<file path="src/rtl/vector_packer_if.sv">
// Bundle of the operand stream, accumulator link and result stream of
// vector_packer. The master modport is the packer's view; the slave modport
// is the view of the surrounding logic (producer, accumulator, consumer).
//
// Handshake rule for both streams: a transfer happens on a rising clk edge
// where valid and ready are both 1. Once valid is raised, the sender holds
// it and its data unchanged until that edge. Ready may change freely and
// never waits on valid.
interface vector_packer_if #(
  parameter int WIDTH    = 16,
  parameter int VARWIDTH = 32
);
  logic                      in_valid;
  logic [VARWIDTH-1:0]       in_data;
  logic                      in_last;
  logic                      in_ready;
  logic [VARWIDTH*WIDTH-1:0] vals;
  logic                      acc_rst;
  logic                      acc_en;
  logic                      acc_rdy;
  logic [VARWIDTH-1:0]       acc_sum;
  logic                      out_valid;
  logic [VARWIDTH-1:0]       out_sum;
  logic                      out_ready;
  logic [7:0]                fill_count;
  logic                      err;

  modport master (
    input  in_valid, in_data, in_last, acc_rdy, acc_sum, out_ready,
    output in_ready, vals, acc_rst, acc_en, out_valid, out_sum, fill_count, err
  );

  modport slave (
    output in_valid, in_data, in_last, acc_rdy, acc_sum, out_ready,
    input  in_ready, vals, acc_rst, acc_en, out_valid, out_sum, fill_count, err
  );
endinterface

</file>
<file path="src/rtl/vector_packer.sv">
// vector_packer: collects serial 32-bit operands into a WIDTH-slot vector,
// runs the tree accumulator once per vector (one clear pulse, then enable
// until the accumulator reports ready) and offers the returned sum on a
// valid/ready output. Short vectors (in_last) are zero padded.
//
// Optional feature: define VECTOR_PACKER_TIMEOUT_EN to add a RUN watchdog.
// If acc_rdy is not seen within TIMEOUT_CYCLES RUN cycles, the sticky err
// flag is set and a zero sum is emitted. Without the macro err is tied to 0
// and RUN waits for acc_rdy indefinitely.
//
// State sequence: FILL -> CLEAR -> RUN -> DRAIN -> FILL. All outputs except
// in_ready are registered; in_ready is high only in FILL. The current state
// is exposed on o_dbg_state.
module vector_packer #(
  parameter int WIDTH          = 16,
  parameter int VARWIDTH       = 32,
  parameter int TIMEOUT_CYCLES = 64
) (
  input  logic                 clk,
  input  logic                 rst,
  vector_packer_if.master      bus,
  output logic [1:0]           o_dbg_state
);

  // Parameter sanity: WIDTH must be a power of two in 2..128 so fill_count
  // (8 bits) can hold WIDTH, and the watchdog needs at least one cycle.
  if ((WIDTH < 2) || (WIDTH > 128) || ((WIDTH & (WIDTH - 1)) != 0)) begin : g_bad_width
    $error("vector_packer: WIDTH must be a power of two between 2 and 128");
  end
  if (TIMEOUT_CYCLES < 1) begin : g_bad_timeout
    $error("vector_packer: TIMEOUT_CYCLES must be at least 1");
  end

  typedef enum logic [1:0] {
    S_FILL  = 2'd0,
    S_CLEAR = 2'd1,
    S_RUN   = 2'd2,
    S_DRAIN = 2'd3
  } state_t;

  localparam logic [7:0] LAST_IDX = 8'(WIDTH - 1);

  state_t                    r_state,       w_state_nxt;
  logic [VARWIDTH*WIDTH-1:0] r_vals,        w_vals_nxt;
  logic [7:0]                r_fill_count,  w_fill_count_nxt;
  logic                      r_acc_rst,     w_acc_rst_nxt;
  logic                      r_acc_en,      w_acc_en_nxt;
  logic                      r_out_valid,   w_out_valid_nxt;
  logic [VARWIDTH-1:0]       r_out_sum,     w_out_sum_nxt;
  // High during the first RUN cycle, where acc_rdy may still reflect the
  // previous vector and must not be trusted.
  logic                      r_run_first,   w_run_first_nxt;
  logic                      w_vec_done;

`ifdef VECTOR_PACKER_TIMEOUT_EN
  localparam int TMO_W = $clog2(TIMEOUT_CYCLES + 1);
  localparam logic [TMO_W-1:0] TMO_LAST = TMO_W'(TIMEOUT_CYCLES - 1);

  logic [TMO_W-1:0] r_tmo_cnt, w_tmo_cnt_nxt;
  logic             r_err,     w_err_nxt;
`endif

  // Next-state and next-register decode; every target defaults to hold.
  always_comb begin
    w_state_nxt      = r_state;
    w_vals_nxt       = r_vals;
    w_fill_count_nxt = r_fill_count;
    w_acc_rst_nxt    = r_acc_rst;
    w_acc_en_nxt     = r_acc_en;
    w_out_valid_nxt  = r_out_valid;
    w_out_sum_nxt    = r_out_sum;
    w_run_first_nxt  = r_run_first;
    w_vec_done       = 1'b0;
`ifdef VECTOR_PACKER_TIMEOUT_EN
    w_tmo_cnt_nxt    = r_tmo_cnt;
    w_err_nxt        = r_err;
`endif

    case (r_state)
      S_FILL: begin
        w_acc_rst_nxt   = 1'b0;
        w_acc_en_nxt    = 1'b0;
        w_out_valid_nxt = 1'b0;
        if (bus.in_valid) begin
          w_vec_done = bus.in_last || (r_fill_count == LAST_IDX);
          // Write the operand into its slot; on the closing operand also
          // force every higher slot to zero so padding is guaranteed.
          for (int k = 0; k < WIDTH; k++) begin
            if (k == int'(r_fill_count)) begin
              w_vals_nxt[k*VARWIDTH +: VARWIDTH] = bus.in_data;
            end else if (w_vec_done && (k > int'(r_fill_count))) begin
              w_vals_nxt[k*VARWIDTH +: VARWIDTH] = '0;
            end
          end
          w_fill_count_nxt = r_fill_count + 8'd1;
          if (w_vec_done) begin
            w_state_nxt   = S_CLEAR;
            w_acc_rst_nxt = 1'b1;
          end
        end
      end

      S_CLEAR: begin
        // Single clear cycle; enable is raised together with entering RUN.
        w_acc_rst_nxt   = 1'b0;
        w_acc_en_nxt    = 1'b1;
        w_run_first_nxt = 1'b1;
        w_state_nxt     = S_RUN;
`ifdef VECTOR_PACKER_TIMEOUT_EN
        w_tmo_cnt_nxt   = '0;
`endif
      end

      S_RUN: begin
        w_run_first_nxt = 1'b0;
        if (!r_run_first && bus.acc_rdy) begin
          w_out_sum_nxt   = bus.acc_sum;
          w_out_valid_nxt = 1'b1;
          w_acc_en_nxt    = 1'b0;
          w_state_nxt     = S_DRAIN;
        end
`ifdef VECTOR_PACKER_TIMEOUT_EN
        else if (r_tmo_cnt == TMO_LAST) begin
          w_err_nxt       = 1'b1;
          w_out_sum_nxt   = '0;
          w_out_valid_nxt = 1'b1;
          w_acc_en_nxt    = 1'b0;
          w_state_nxt     = S_DRAIN;
        end else begin
          w_tmo_cnt_nxt = r_tmo_cnt + TMO_W'(1);
        end
`endif
      end

      S_DRAIN: begin
        if (bus.out_ready) begin
          w_out_valid_nxt  = 1'b0;
          w_fill_count_nxt = '0;
          w_vals_nxt       = '0;
          w_state_nxt      = S_FILL;
        end
      end

      default: begin
        // Unreachable encodings fall back to an idle FILL.
        w_state_nxt     = S_FILL;
        w_acc_en_nxt    = 1'b0;
        w_acc_rst_nxt   = 1'b0;
        w_out_valid_nxt = 1'b0;
      end
    endcase
  end

  // State and output registers; reset discards any partial vector.
  always_ff @(posedge clk) begin
    if (rst) begin
      r_state      <= S_FILL;
      r_vals       <= '0;
      r_fill_count <= '0;
      r_acc_rst    <= 1'b1;
      r_acc_en     <= 1'b0;
      r_out_valid  <= 1'b0;
      r_out_sum    <= '0;
      r_run_first  <= 1'b0;
`ifdef VECTOR_PACKER_TIMEOUT_EN
      r_tmo_cnt    <= '0;
      r_err        <= 1'b0;
`endif
    end else begin
      r_state      <= w_state_nxt;
      r_vals       <= w_vals_nxt;
      r_fill_count <= w_fill_count_nxt;
      r_acc_rst    <= w_acc_rst_nxt;
      r_acc_en     <= w_acc_en_nxt;
      r_out_valid  <= w_out_valid_nxt;
      r_out_sum    <= w_out_sum_nxt;
      r_run_first  <= w_run_first_nxt;
`ifdef VECTOR_PACKER_TIMEOUT_EN
      r_tmo_cnt    <= w_tmo_cnt_nxt;
      r_err        <= w_err_nxt;
`endif
    end
  end

  assign bus.in_ready   = (r_state == S_FILL);
  assign bus.vals       = r_vals;
  assign bus.fill_count = r_fill_count;
  assign bus.acc_rst    = r_acc_rst;
  assign bus.acc_en     = r_acc_en;
  assign bus.out_valid  = r_out_valid;
  assign bus.out_sum    = r_out_sum;
  assign o_dbg_state    = r_state;
`ifdef VECTOR_PACKER_TIMEOUT_EN
  assign bus.err        = r_err;
`else
  assign bus.err        = 1'b0;
`endif

endmodule
</file>
<file path="src/flat_wrapper.sv">
// flat-port wrapper written by rule: the top's interface ports become plain ports
module vector_packer_flat 
#(
  parameter int WIDTH          = 16,
  parameter int VARWIDTH       = 32,
  parameter int TIMEOUT_CYCLES = 64
)
  (clk, rst, o_dbg_state, bus_in_valid, bus_in_data, bus_in_last, bus_acc_rdy, bus_acc_sum, bus_out_ready, bus_in_ready, bus_vals, bus_acc_rst, bus_acc_en, bus_out_valid, bus_out_sum, bus_fill_count, bus_err);
  vector_packer_if #(.WIDTH(WIDTH), .VARWIDTH(VARWIDTH)) bus_i ();
  input  logic clk;
  input  logic rst;
  output logic [1:0] o_dbg_state;
  input wire logic [$bits(bus_i.in_valid)-1:0] bus_in_valid;
  input wire logic [$bits(bus_i.in_data)-1:0] bus_in_data;
  input wire logic [$bits(bus_i.in_last)-1:0] bus_in_last;
  input wire logic [$bits(bus_i.acc_rdy)-1:0] bus_acc_rdy;
  input wire logic [$bits(bus_i.acc_sum)-1:0] bus_acc_sum;
  input wire logic [$bits(bus_i.out_ready)-1:0] bus_out_ready;
  output wire logic [$bits(bus_i.in_ready)-1:0] bus_in_ready;
  output wire logic [$bits(bus_i.vals)-1:0] bus_vals;
  output wire logic [$bits(bus_i.acc_rst)-1:0] bus_acc_rst;
  output wire logic [$bits(bus_i.acc_en)-1:0] bus_acc_en;
  output wire logic [$bits(bus_i.out_valid)-1:0] bus_out_valid;
  output wire logic [$bits(bus_i.out_sum)-1:0] bus_out_sum;
  output wire logic [$bits(bus_i.fill_count)-1:0] bus_fill_count;
  output wire logic [$bits(bus_i.err)-1:0] bus_err;
  assign bus_i.in_valid = bus_in_valid;
  assign bus_i.in_data = bus_in_data;
  assign bus_i.in_last = bus_in_last;
  assign bus_i.acc_rdy = bus_acc_rdy;
  assign bus_i.acc_sum = bus_acc_sum;
  assign bus_i.out_ready = bus_out_ready;
  assign bus_in_ready = bus_i.in_ready;
  assign bus_vals = bus_i.vals;
  assign bus_acc_rst = bus_i.acc_rst;
  assign bus_acc_en = bus_i.acc_en;
  assign bus_out_valid = bus_i.out_valid;
  assign bus_out_sum = bus_i.out_sum;
  assign bus_fill_count = bus_i.fill_count;
  assign bus_err = bus_i.err;
  vector_packer #(.WIDTH(WIDTH), .VARWIDTH(VARWIDTH), .TIMEOUT_CYCLES(TIMEOUT_CYCLES)) u_core (.clk(clk), .rst(rst), .bus(bus_i), .o_dbg_state(o_dbg_state));
endmodule
</file>
<file path="config.mk">
export PLATFORM = sky130hd
export DESIGN_NAME = vector_packer_flat
export DESIGN_NICKNAME = d
export VERILOG_FILES = /design/src/rtl/vector_packer_if.sv /design/src/rtl/vector_packer.sv /design/src/flat_wrapper.sv
export SDC_FILE = /design/constraint.sdc
export NUM_CORES = 1
export LEC_CHECK = 0
export ABC_CLOCK_PERIOD_IN_PS = 3650
export CAP_MARGIN = 20
export CORE_AREA = 3 3 245 247
export CTS_CLUSTER_SIZE = 28
export DETAILED_ROUTE_END_ITERATION = 12
export DIE_AREA = 0 0 248 250
export PLACE_DENSITY = 0.62
export SLEW_MARGIN = 15
export SYNTH_ARGS = -nofsm -noshare
export SYNTH_HDL_FRONTEND = slang
export SYNTH_SLANG_ARGS = --single-unit
export TNS_END_PERCENT = 100
</file>
<file path="constraint.sdc">
create_clock -name clk -period 3.65 [get_ports clk]
set_input_delay 0.73 -clock clk [delete_from_list [all_inputs] [get_ports clk]]
set_output_delay 0.73 -clock clk [all_outputs]
set_load 0.01 [all_outputs]
</file>
==> flow_summary.yaml, run 1 <==
critical_path:
  worstSetupStartpointType: "flop"
  worst-setup-path-type: "reg -> reg"
  critical-path-slowest-cell: "sky130_fd_sc_hd__nor4b_4"
  path_max_fanout: 34
  timing.critical_path.to_type: "flop"
  worst-r2r-cell-count: 8
  cp.arrival_ns: 3.60
  critical_path.cell_chain: "inv_1 > ha_4 > buf_4 > nand3b_1 > nor4b_4 > buf_4 > a2bb2oi_1 > o21ai_0"
  critical-path-max-stage-delay_ns: 0.80
  worst_ep_required_time_ns: 4.19
  path_common_cell: "sky130_fd_sc_hd__buf_4"
yosys:
  synth.top_cell.area_share_pct: 54.0
  postSynthCellCount: 2101
  synth_edf_count: 0
  postSynthAreaPerCell_um2: 9.85
  register_bit_total_from_synthesis: 558
  ys_types: 69
  ys_top_cells_by_area: "sky130_fd_sc_hd__dfxtp_1 54%, sky130_fd_sc_hd__o2bb2ai_1 6.8%, sky130_fd_sc_hd__a21oi_1 4.1%, sky130_fd_sc_hd__a22o_1 4.0%, sky130_fd_sc_hd__nand3_1 3.2%"
  post_synth_instance_area_um2: 20700
  async_flop_share_pct: 0
  post_synth_top_flop: "sky130_fd_sc_hd__dfxtp_1"
  synth.net_count: 2182
  yosysSeqAreaShare_pct: 54.0
  yosys_warnings: 0
  synth_top_area_cell: "sky130_fd_sc_hd__dfxtp_1"
run:
  cap_violations: 0
detailed_routing:
  avgViaCountPerCell: 5.76
  drt.antenna.violating_nets: 0
  routed_vias: 19900
  detail_route.iter0.violations: 1641
  drt_drc: 0
  route.detailed.wl_per_inst_um: 25.7
  totalWireLength_um: 88700
  first_pass_iters: 7
global_routing:
  grt_first_pass_wirelength_um: 129000
  groute.layer.met3.usage_pct: 8.02
  track_usage_pct: 27.4
  global_route.peak_usage_layer: "met2"
  number_of_antenna_violations_at_the_first_check_in_global_routing: 5
  grt-ovfl-total: 0
  maximum_number_of_pins_on_one_net_before_global_route_repair: 204
  grt_use_met2_pct: 43.2
  first_global_vias: 19100
  met1_use_gr_pct: 35.3
worst_hold_path:
  holdPathStages: 2
  hold_class: "reg -> reg"
clock_network:
  hold_buffers: 0
  worstSkewPairLatency_ns: 0.62
  cts-buffers-inserted: 57
  post_cts_resize_count: 0
  clk_pin_slew_worst_paths_ns: 0.06
  clock-sinks: 558
  clock_tree_from_tritoncts: "built"
  root_cell_of_the_clock_tree: "sky130_fd_sc_hd__clkbuf_16"
  htreeDepth: 2
  post_cts_buffers: 0
  clk_path_buf_depth: 3
power_and_ir_drop:
  irDropWorstVdd_mv: 0.369
  fin_total_pwr_uw: 17000
  static-leakage-power_uw: 0.00997
  powerDensity_nw_per_um2: 568
floorplan:
  row_count: 88
  ioPinCount: 629
  initial_core_util_pct: 35.8
  die_h_um: 250
  floorplan.die.width_um: 248
  die-area_um2: 62000
  design.core.area_um2: 57800
sta:
  hold_ws_ns: 0.456
  fin_worst_skew_ns: 0.0189
  finalCritPeriodShare_pct: 83.7
  max_freq_ghz: 0.327
  grt_setup_unrepaired: "false"
  timing.final.max_slew_violations: 0
  max_slew_margin_pct: 11.8
  hold_vio_cnt_final: 0
  actual_slew_at_the_worst_max_slew_pin_ns: 1.32
  finalSetupTns_ns: 0
  report.final.setup_viol: 0
  final.min_clock_period_ns: 3.05
finish:
  final_nets: 2712
  post_route_cells_drive_above_1_share_pct: 7.91
  end_of_flow_core_utilization_pct: 51.7
  area.growth.synth_to_final_pct: 44.3
  nFillCells: 5158
outcome:
  status: "finished clean"
placed_design:
  gpl.final_weighted_congestion: 0.877
  dpl_wire_length_um: 61700
  place.port_buffers: 627
## final cells by class
cell class                      instances  area, um2  share of cell area, %
Sequential cell                       558      11200                   37.4
Timing Repair Buffer                  695       6860                   23.0
Clock inverter                         24        327                   1.09
Multi-Input combinational cell       1271       8640                   28.9
Clock buffer                           83       1710                   5.74
Inverter                               48        180                  0.603
Antenna cell                            5       12.5                 0.0419
Tap cell                              765        957                   3.20
## state kept, by name, summed over array words and instances (netlist names)
| register | cells |
|---|---|
| u_core.o_dbg_state | 2 |
| u_core.bus.vals | 512 |
| u_core.bus.out_sum | 32 |
| u_core.bus.acc_en | 1 |
| u_core.bus.out_valid | 1 |
| u_core.bus.acc_rst | 1 |
| u_core.r_run_first | 1 |
| u_core.bus.fill_count | 8 |
## report_power, final
group	internal, uW	switching [uW]	total [uW]
combinational	1240	2950	4200
clock	3750	2540	6290
sequential	6310	163	6470
total	11300	5660	17000
## metrics by stage
step | setup WS [ns] | area, um2 | cells
global route | 0.381 | 29900 | 3446
global placement | 0.620 | 27800 | 3336
finish | 0.596 | 29900 | 3449
detailed placement | 0.556 | 27800 | 3336
floorplan | 1.32 | 20700 | 2101
CTS | 0.559 | 29800 | 3443
## path summary, 6_finish.rpt
path                                                           end  slack (ns)                          startpoint
worst min-delay path            u_core.bus.out_sum[8]$_SDFFE_PP0P_        0.46  u_core.bus.out_sum[8]$_SDFFE_PP0P_
worst min register to register  u_core.bus.out_sum[8]$_SDFFE_PP0P_        0.46  u_core.bus.out_sum[8]$_SDFFE_PP0P_
worst max-delay path             u_core.bus.vals[169]$_SDFFE_PP0P_        0.60  u_core.o_dbg_state[0]$_SDFFE_PP0P_
worst max register to register   u_core.bus.vals[169]$_SDFFE_PP0P_        0.60  u_core.o_dbg_state[0]$_SDFFE_PP0P_
## kinds of logic (layout without fill, tap and decap cells)
group	after synthesis	count (layout)	share of synthesized area [%]
AOI/OAI and AO/OA	746	746	26.3
DFF	558	558	54.0
and+or+nand+nor	501	501	13.0
buffers and inverters	272	850	5.52
adders and majority gates	11	11	0.665
xor gates and xnor gates	6	6	0.254
muxes	6	6	0.308
other	1	6	0.0181
## cells in the final DEF, fill, tap and decap left out, types with 6 or more instances in the layout
master	n
sky130_fd_sc_hd__a211oi_1	36
sky130_fd_sc_hd__a21oi_1	164
sky130_fd_sc_hd__a22o_1	94
sky130_fd_sc_hd__a22oi_1	65
sky130_fd_sc_hd__a2bb2oi_1	32
sky130_fd_sc_hd__a32o_1	34
sky130_fd_sc_hd__and3_1	31
sky130_fd_sc_hd__buf_12	6
sky130_fd_sc_hd__buf_4	62
sky130_fd_sc_hd__bufinv_16	7
sky130_fd_sc_hd__clkbuf_1	7
sky130_fd_sc_hd__clkbuf_16	57
sky130_fd_sc_hd__clkbuf_8	19
sky130_fd_sc_hd__clkdlybuf4s50_1	625
sky130_fd_sc_hd__clkinv_2	12
sky130_fd_sc_hd__dfxtp_1	558
sky130_fd_sc_hd__ha_1	8
sky130_fd_sc_hd__inv_1	47
sky130_fd_sc_hd__nand2_1	109
sky130_fd_sc_hd__nand2b_1	7
sky130_fd_sc_hd__nand3_1	131
sky130_fd_sc_hd__nand4b_1	33
sky130_fd_sc_hd__nor2_1	50
sky130_fd_sc_hd__nor2b_1	35
sky130_fd_sc_hd__nor3_1	40
sky130_fd_sc_hd__nor4_1	36
sky130_fd_sc_hd__o21ai_0	62
sky130_fd_sc_hd__o21ai_1	35
sky130_fd_sc_hd__o2bb2ai_1	160
sky130_fd_sc_hd__o32ai_1	32
sky130_fd_sc_hd__xnor2_1	6
## synthesized netlist by cell type (6+ instances only)
master,n
sky130_fd_sc_hd__o21ai_1,35
sky130_fd_sc_hd__nor4_1,37
sky130_fd_sc_hd__nor3_1,40
sky130_fd_sc_hd__clkbuf_1,145
sky130_fd_sc_hd__buf_2,59
sky130_fd_sc_hd__nor2_1,52
sky130_fd_sc_hd__nand3_1,131
sky130_fd_sc_hd__ha_1,11
sky130_fd_sc_hd__xnor2_1,6
sky130_fd_sc_hd__o2bb2ai_1,160
sky130_fd_sc_hd__nand2_1,109
sky130_fd_sc_hd__and3_1,32
sky130_fd_sc_hd__a2bb2oi_1,32
sky130_fd_sc_hd__nor2b_1,35
sky130_fd_sc_hd__a22oi_1,65
sky130_fd_sc_hd__nand4b_1,33
sky130_fd_sc_hd__o32ai_1,32
sky130_fd_sc_hd__inv_1,47
sky130_fd_sc_hd__dfxtp_1,558
sky130_fd_sc_hd__a32o_1,34
sky130_fd_sc_hd__a211oi_1,36
sky130_fd_sc_hd__buf_1,11
sky130_fd_sc_hd__nand2b_1,7
sky130_fd_sc_hd__o21ai_0,62
sky130_fd_sc_hd__a22o_1,94
sky130_fd_sc_hd__a21oi_1,168
## routing by layer
metal  wire [um]  vias up
met3        8980      168
met4        3590        0
met1       35700     9759
li1            -     8922
met5           0        -
met2       40400     1002
## critical path, delay by kind of cell, from the launching register on
kind,cells,cell delay (ns)
and+or+nand+nor,2,1.07
buffers and inverters,3,0.92
DFF,1,0.38
adders and majority gates,1,0.43
AOI/OAI and AO/OA,2,0.17
(Power assumes the default switching activity.)
==> inputs of run 2 (changes only) <==
Settings changed: ABC_CLOCK_PERIOD_IN_PS 3650 to 3000, CORE_AREA 3 3 245 247 to 3 3 241 243, DIE_AREA 0 0 248 250 to 0 0 244 246, PLACE_DENSITY 0.62 to 0.64.
Clock period 3.65 ns to 3 ns, I/O delays scaled along.
==> flow_summary.yaml, run 2 (synthesized netlist as in run 1, its figures left out) <==
outcome:
  status: "finished clean"
sta:
  finalCritPeriodShare_pct: 95.8
  max_freq_ghz: 0.348
  hold_vio_cnt_final: 0
  finalSetupTns_ns: 0
  fin_worst_skew_ns: 0.0230
  max_slew_margin_pct: 27.9
  report.final.setup_viol: 0
  grt_setup_unrepaired: "false"
  final.min_clock_period_ns: 2.87
  timing.final.max_slew_violations: 0
  actual_slew_at_the_worst_max_slew_pin_ns: 1.08
global_routing:
  grt_use_met2_pct: 44.8
  track_usage_pct: 27.4
  number_of_antenna_violations_at_the_first_check_in_global_routing: 2
  groute.layer.met3.usage_pct: 8.59
  global_route.peak_usage_layer: "met2"
  maximum_number_of_pins_on_one_net_before_global_route_repair: 106
  grt-ovfl-total: 0
  met1_use_gr_pct: 34.6
  grt_first_pass_wirelength_um: 128000
  first_global_vias: 19200
run:
  cap_violations: 0
floorplan:
  floorplan.die.width_um: 244
  ioPinCount: 629
  die-area_um2: 60000
  row_count: 87
  initial_core_util_pct: 36.8
  design.core.area_um2: 56200
  die_h_um: 246
clock_network:
  worstSkewPairLatency_ns: 0.63
  root_cell_of_the_clock_tree: "sky130_fd_sc_hd__clkbuf_16"
  hold_buffers: 0
  clk_pin_slew_worst_paths_ns: 0.06
  clk_path_buf_depth: 3
  clock_tree_from_tritoncts: "built"
  post_cts_buffers: 0
  clock-sinks: 558
  htreeDepth: 2
  cts-buffers-inserted: 58
critical_path:
  critical-path-slowest-cell: "sky130_fd_sc_hd__clkdlybuf4s50_1"
  setup.reg_to_reg.worst_slack_ns: 0.19
  critical_path.cell_chain: "inv_1 > ha_4 > buf_8 > clkdlybuf4s50_1"
  critical-path-max-stage-delay_ns: 0.61
  cp.arrival_ns: 2.27
  worst-setup-path-type: "reg -> out"
  path_max_fanout: 31
  worstSetupStartpointType: "flop"
  worst_ep_required_time_ns: 2.40
  timing.critical_path.to_type: "output port"
detailed_routing:
  avgViaCountPerCell: 5.74
  route.detailed.wl_per_inst_um: 24.9
  detail_route.iter0.violations: 1758
  drt.antenna.violating_nets: 0
  first_pass_iters: 5
  totalWireLength_um: 86500
  drt_drc: 0
  routed_vias: 19900
finish:
  area.growth.synth_to_final_pct: 45.4
  largest_register_ff_count: 512
  antenna-diode-count: 0
  final_nets: 2750
  layout_common_cells: "625 x sky130_fd_sc_hd__clkdlybuf4s50_1, 558 x sky130_fd_sc_hd__dfxtp_1, 164 x sky130_fd_sc_hd__a21oi_1, 160 x sky130_fd_sc_hd__o2bb2ai_1, 131 x sky130_fd_sc_hd__nand3_1"
  layout.cells.most_common: "sky130_fd_sc_hd__clkdlybuf4s50_1"
  post_route_cells_drive_above_1_share_pct: 8.84
  end_of_flow_core_utilization_pct: 53.6
  stdcell_area_um2: 30100
power_and_ir_drop:
  static-leakage-power_uw: 0.0101
  irDropWorstVdd_mv: 0.529
  powerDensity_nw_per_um2: 679
worst_hold_path:
  hold_class: "in -> reg"
placed_design:
  gpl.final_weighted_congestion: 0.879
  postPlaceCellArea_um2: 28100
  dpl_wire_length_um: 61300
  place.port_buffers: 627
==> run 2: power breakdown <==
part | switching (uW) | total [uW] | internal (uW)
Sequential | 182 | 7860 | 7680
Combinational | 3570 | 5240 | 1660
Clock | 3090 | 7340 | 4250
==> run 2: final cells by class <==
class                   instances  area, um2
clock buffers                  88       1730
clock inverters                17        218
fillers                      4970      26100
inverters                      48        180
multi-input cells            1271       8640
flip-flops and latches        558      11200
well taps                     756        946
repair buffers                732       7210
==> run 2: worst max-delay path: cells and delay by family (launching register included) <==
kind | cells | cell delay [ns]
DFF | 1 | 0.38
adders and majority gates | 1 | 0.25
buffers and inverters | 3 | 1.03
==> run 2: per-layer routing <==
| layer | wire [um] | share of wire, % |
|---|---|---|
| met5 | 32 | 0.037 |
| met4 | 2910 | 3.4 |
| met3 | 8470 | 9.8 |
| met2 | 40200 | 46 |
| met1 | 34800 | 40 |
==> run 2: timing repair <==
item	in CTS	in global routing
pin swaps	0	0
setup endpoints to repair	1	1
gates resized for setup	1	1
==> run 2: worst paths after layout <==
| check | start | endpoint | depth (start not counted) |
|---|---|---|---|
| setup / recovery | u_core.o_dbg_state[1]$_SDFFE_PP0P_ | bus_in_ready | 4 |
| hold / removal | rst | u_core.bus.fill_count[1]$_SDFFE_PP0P_ | 2 |
| setup reg to reg | u_core.o_dbg_state[0]$_SDFFE_PP0P_ | u_core.bus.vals[483]$_SDFFE_PP0P_ | 6 |
| hold reg to reg | u_core.bus.out_sum[11]$_SDFFE_PP0P_ | u_core.bus.out_sum[11]$_SDFFE_PP0P_ | 2 |
==> run 2: per-stage QoR <==
step | total power, uW | setup WS, ns | hold slack, ns | std cells
2_1_floorplan | 10700 | 0.673 | 0.451 | 2101
3_3_place_gp | 13000 | 0.125 | 0.442 | 3362
3_5_place_dp | 13100 | 0.0773 | 0.445 | 3363
4_1_cts | 20400 | 0.0605 | 0.317 | 3468
5_1_grt | 21100 | 0.0252 | 0.344 | 3470
6_report | 20400 | 0.127 | 0.374 | 3470
==> inputs of run 3 (changes only) <==
Settings changed: SLEW_MARGIN 15 to unset.
==> flow_summary.yaml, run 3 (synthesized netlist as in run 1, its figures left out) <==
outcome:
  status: "finished clean"
clock_network:
  clock-sinks: 558
  cts-buffers-inserted: 57
  hold_buffers: 0
  worstSkewPairLatency_ns: 0.61
  clk_path_buf_depth: 3
  htreeDepth: 2
  root_cell_of_the_clock_tree: "sky130_fd_sc_hd__clkbuf_16"
  clk_pin_slew_worst_paths_ns: 0.07
  clock_tree_from_tritoncts: "built"
worst_hold_path:
  hold_class: "in -> reg"
  holdPathStages: 2
floorplan:
  design.core.area_um2: 56200
  floorplan.die.width_um: 244
  die_h_um: 246
  ioPinCount: 629
  row_count: 87
  die-area_um2: 60000
  initial_core_util_pct: 36.8
global_routing:
  first_global_vias: 19200
  grt_first_pass_wirelength_um: 128000
  number_of_antenna_violations_at_the_first_check_in_global_routing: 0
  maximum_number_of_pins_on_one_net_before_global_route_repair: 106
  grt-ovfl-total: 0
  track_usage_pct: 27.5
sta:
  max_slew_margin_pct: 25.0
  finalCritPeriodShare_pct: 96.8
  grt_setup_unrepaired: "false"
  actual_slew_at_the_worst_max_slew_pin_ns: 1.12
  fin_worst_skew_ns: 0.0162
  final.min_clock_period_ns: 2.90
  finalSetupTns_ns: 0
  timing.final.max_slew_violations: 0
  hold_ws_ns: 0.381
  hold_vio_cnt_final: 0
  max_freq_ghz: 0.344
  report.final.setup_viol: 0
finish:
  layout.cells.most_common: "sky130_fd_sc_hd__clkdlybuf4s50_1"
  area_of_combinational_cells_with_multiple_inputs_um2: 8640
  layout_common_cells: "625 x sky130_fd_sc_hd__clkdlybuf4s50_1, 558 x sky130_fd_sc_hd__dfxtp_1, 164 x sky130_fd_sc_hd__a21oi_1, 160 x sky130_fd_sc_hd__o2bb2ai_1, 131 x sky130_fd_sc_hd__nand3_1"
  post_route_cells_drive_above_1_share_pct: 8.61
  final-seq-area_um2: 11200
  area.growth.synth_to_final_pct: 44.9
  antenna-diode-count: 0
  largest_register_ff_count: 512
  nFillCells: 4972
  fin_cells: 3463
  final_nets: 2749
critical_path:
  crit_cells: 4
  critical_path.cell_chain: "inv_1 > ha_4 > buf_6 > clkdlybuf4s50_1"
  worst-r2r-cell-count: 6
  cp.arrival_ns: 2.30
  cp.buffers_inverters: 3
  timing.critical_path.to_type: "output port"
  worstSetupStartpointType: "flop"
  worst_ep_required_time_ns: 2.40
  critPathTopFamily: "buffers and inverters"
  worst-setup-path-type: "reg -> out"
  path_max_fanout: 31
  critical-path-max-stage-delay_ns: 0.62
  critical-path-slowest-cell: "sky130_fd_sc_hd__clkdlybuf4s50_1"
placed_design:
  place.detailed.instances: 3363
  dpl_wire_length_um: 61300
  gpl.final_weighted_congestion: 0.879
  place.port_buffers: 627
detailed_routing:
  totalWireLength_um: 86700
  detail_route.iter0.violations: 1741
  avgViaCountPerCell: 5.72
  routed_vias: 19800
  first_pass_iters: 6
  drt.antenna.violating_nets: 0
  drt_drc: 0
  route.detailed.wl_per_inst_um: 25.0
run:
  cap_violations: 0
power_and_ir_drop:
  static-leakage-power_uw: 0.0101
  powerDensity_nw_per_um2: 675
  irDropWorstVdd_mv: 0.453
## run 3: stage by stage
| step | setup slack [ns] | cell area (um2) | util [%] | power (uW) |
|---|---|---|---|---|
| after CTS | 0.0796 | 30000 | 53.3 | 20200 |
| after detailed placement | 0.0826 | 28100 | 50.0 | 13100 |
| after floorplan | 0.673 | 20700 | - | 10700 |
| after global placement | 0.125 | 28100 | 50.0 | 13000 |
| after global routing | 0.00924 | 30000 | 53.4 | 20900 |
| final | 0.0966 | 30000 | 53.4 | 20200 |
## run 3: path summary, 6_finish.rpt
kind | start | end | slack (ns)
worst max-delay path | u_core.o_dbg_state[1]$_SDFFE_PP0P_ | bus_in_ready | 0.1
worst max register to register | u_core.o_dbg_state[1]$_SDFFE_PP0P_ | u_core.bus.vals[488]$_SDFFE_PP0P_ | 0.15
worst min-delay path | rst | u_core.bus.fill_count[1]$_SDFFE_PP0P_ | 0.38
worst min register to register | u_core.bus.out_sum[5]$_SDFFE_PP0P_ | u_core.bus.out_sum[5]$_SDFFE_PP0P_ | 0.46
## run 3: routing by layer
layer,wire [um],track usage (%),share of wire [%]
met1,35100,34.9,40
met2,40000,44.4,46
met3,8410,8.48,9.7
met4,3220,9.63,3.7
met5,0,0,0
## run 3: layout make-up
cell class                      count  share of cell area, %
Timing Repair Buffer              732                   24.0
Tap cell                          756                   3.15
Multi-Input combinational cell   1271                   28.8
Clock buffer                       87                   5.77
Clock inverter                     11                  0.455
Inverter                           48                  0.601
Sequential cell                   558                   37.2
## run 3: repair_timing
item | 4_1_cts | 5_1_grt
endpoints found under the hold margin | 0 | 0
gates resized for setup | 1 | 0
setup buffers | 0 | 0
setup endpoints to repair | 1 | 0
## run 3: report_power, final
part | switching, uW | internal [uW] | total [uW]
sequential | 182 | 7680 | 7860
combinational | 3570 | 1640 | 5210
clock | 2980 | 4190 | 7170
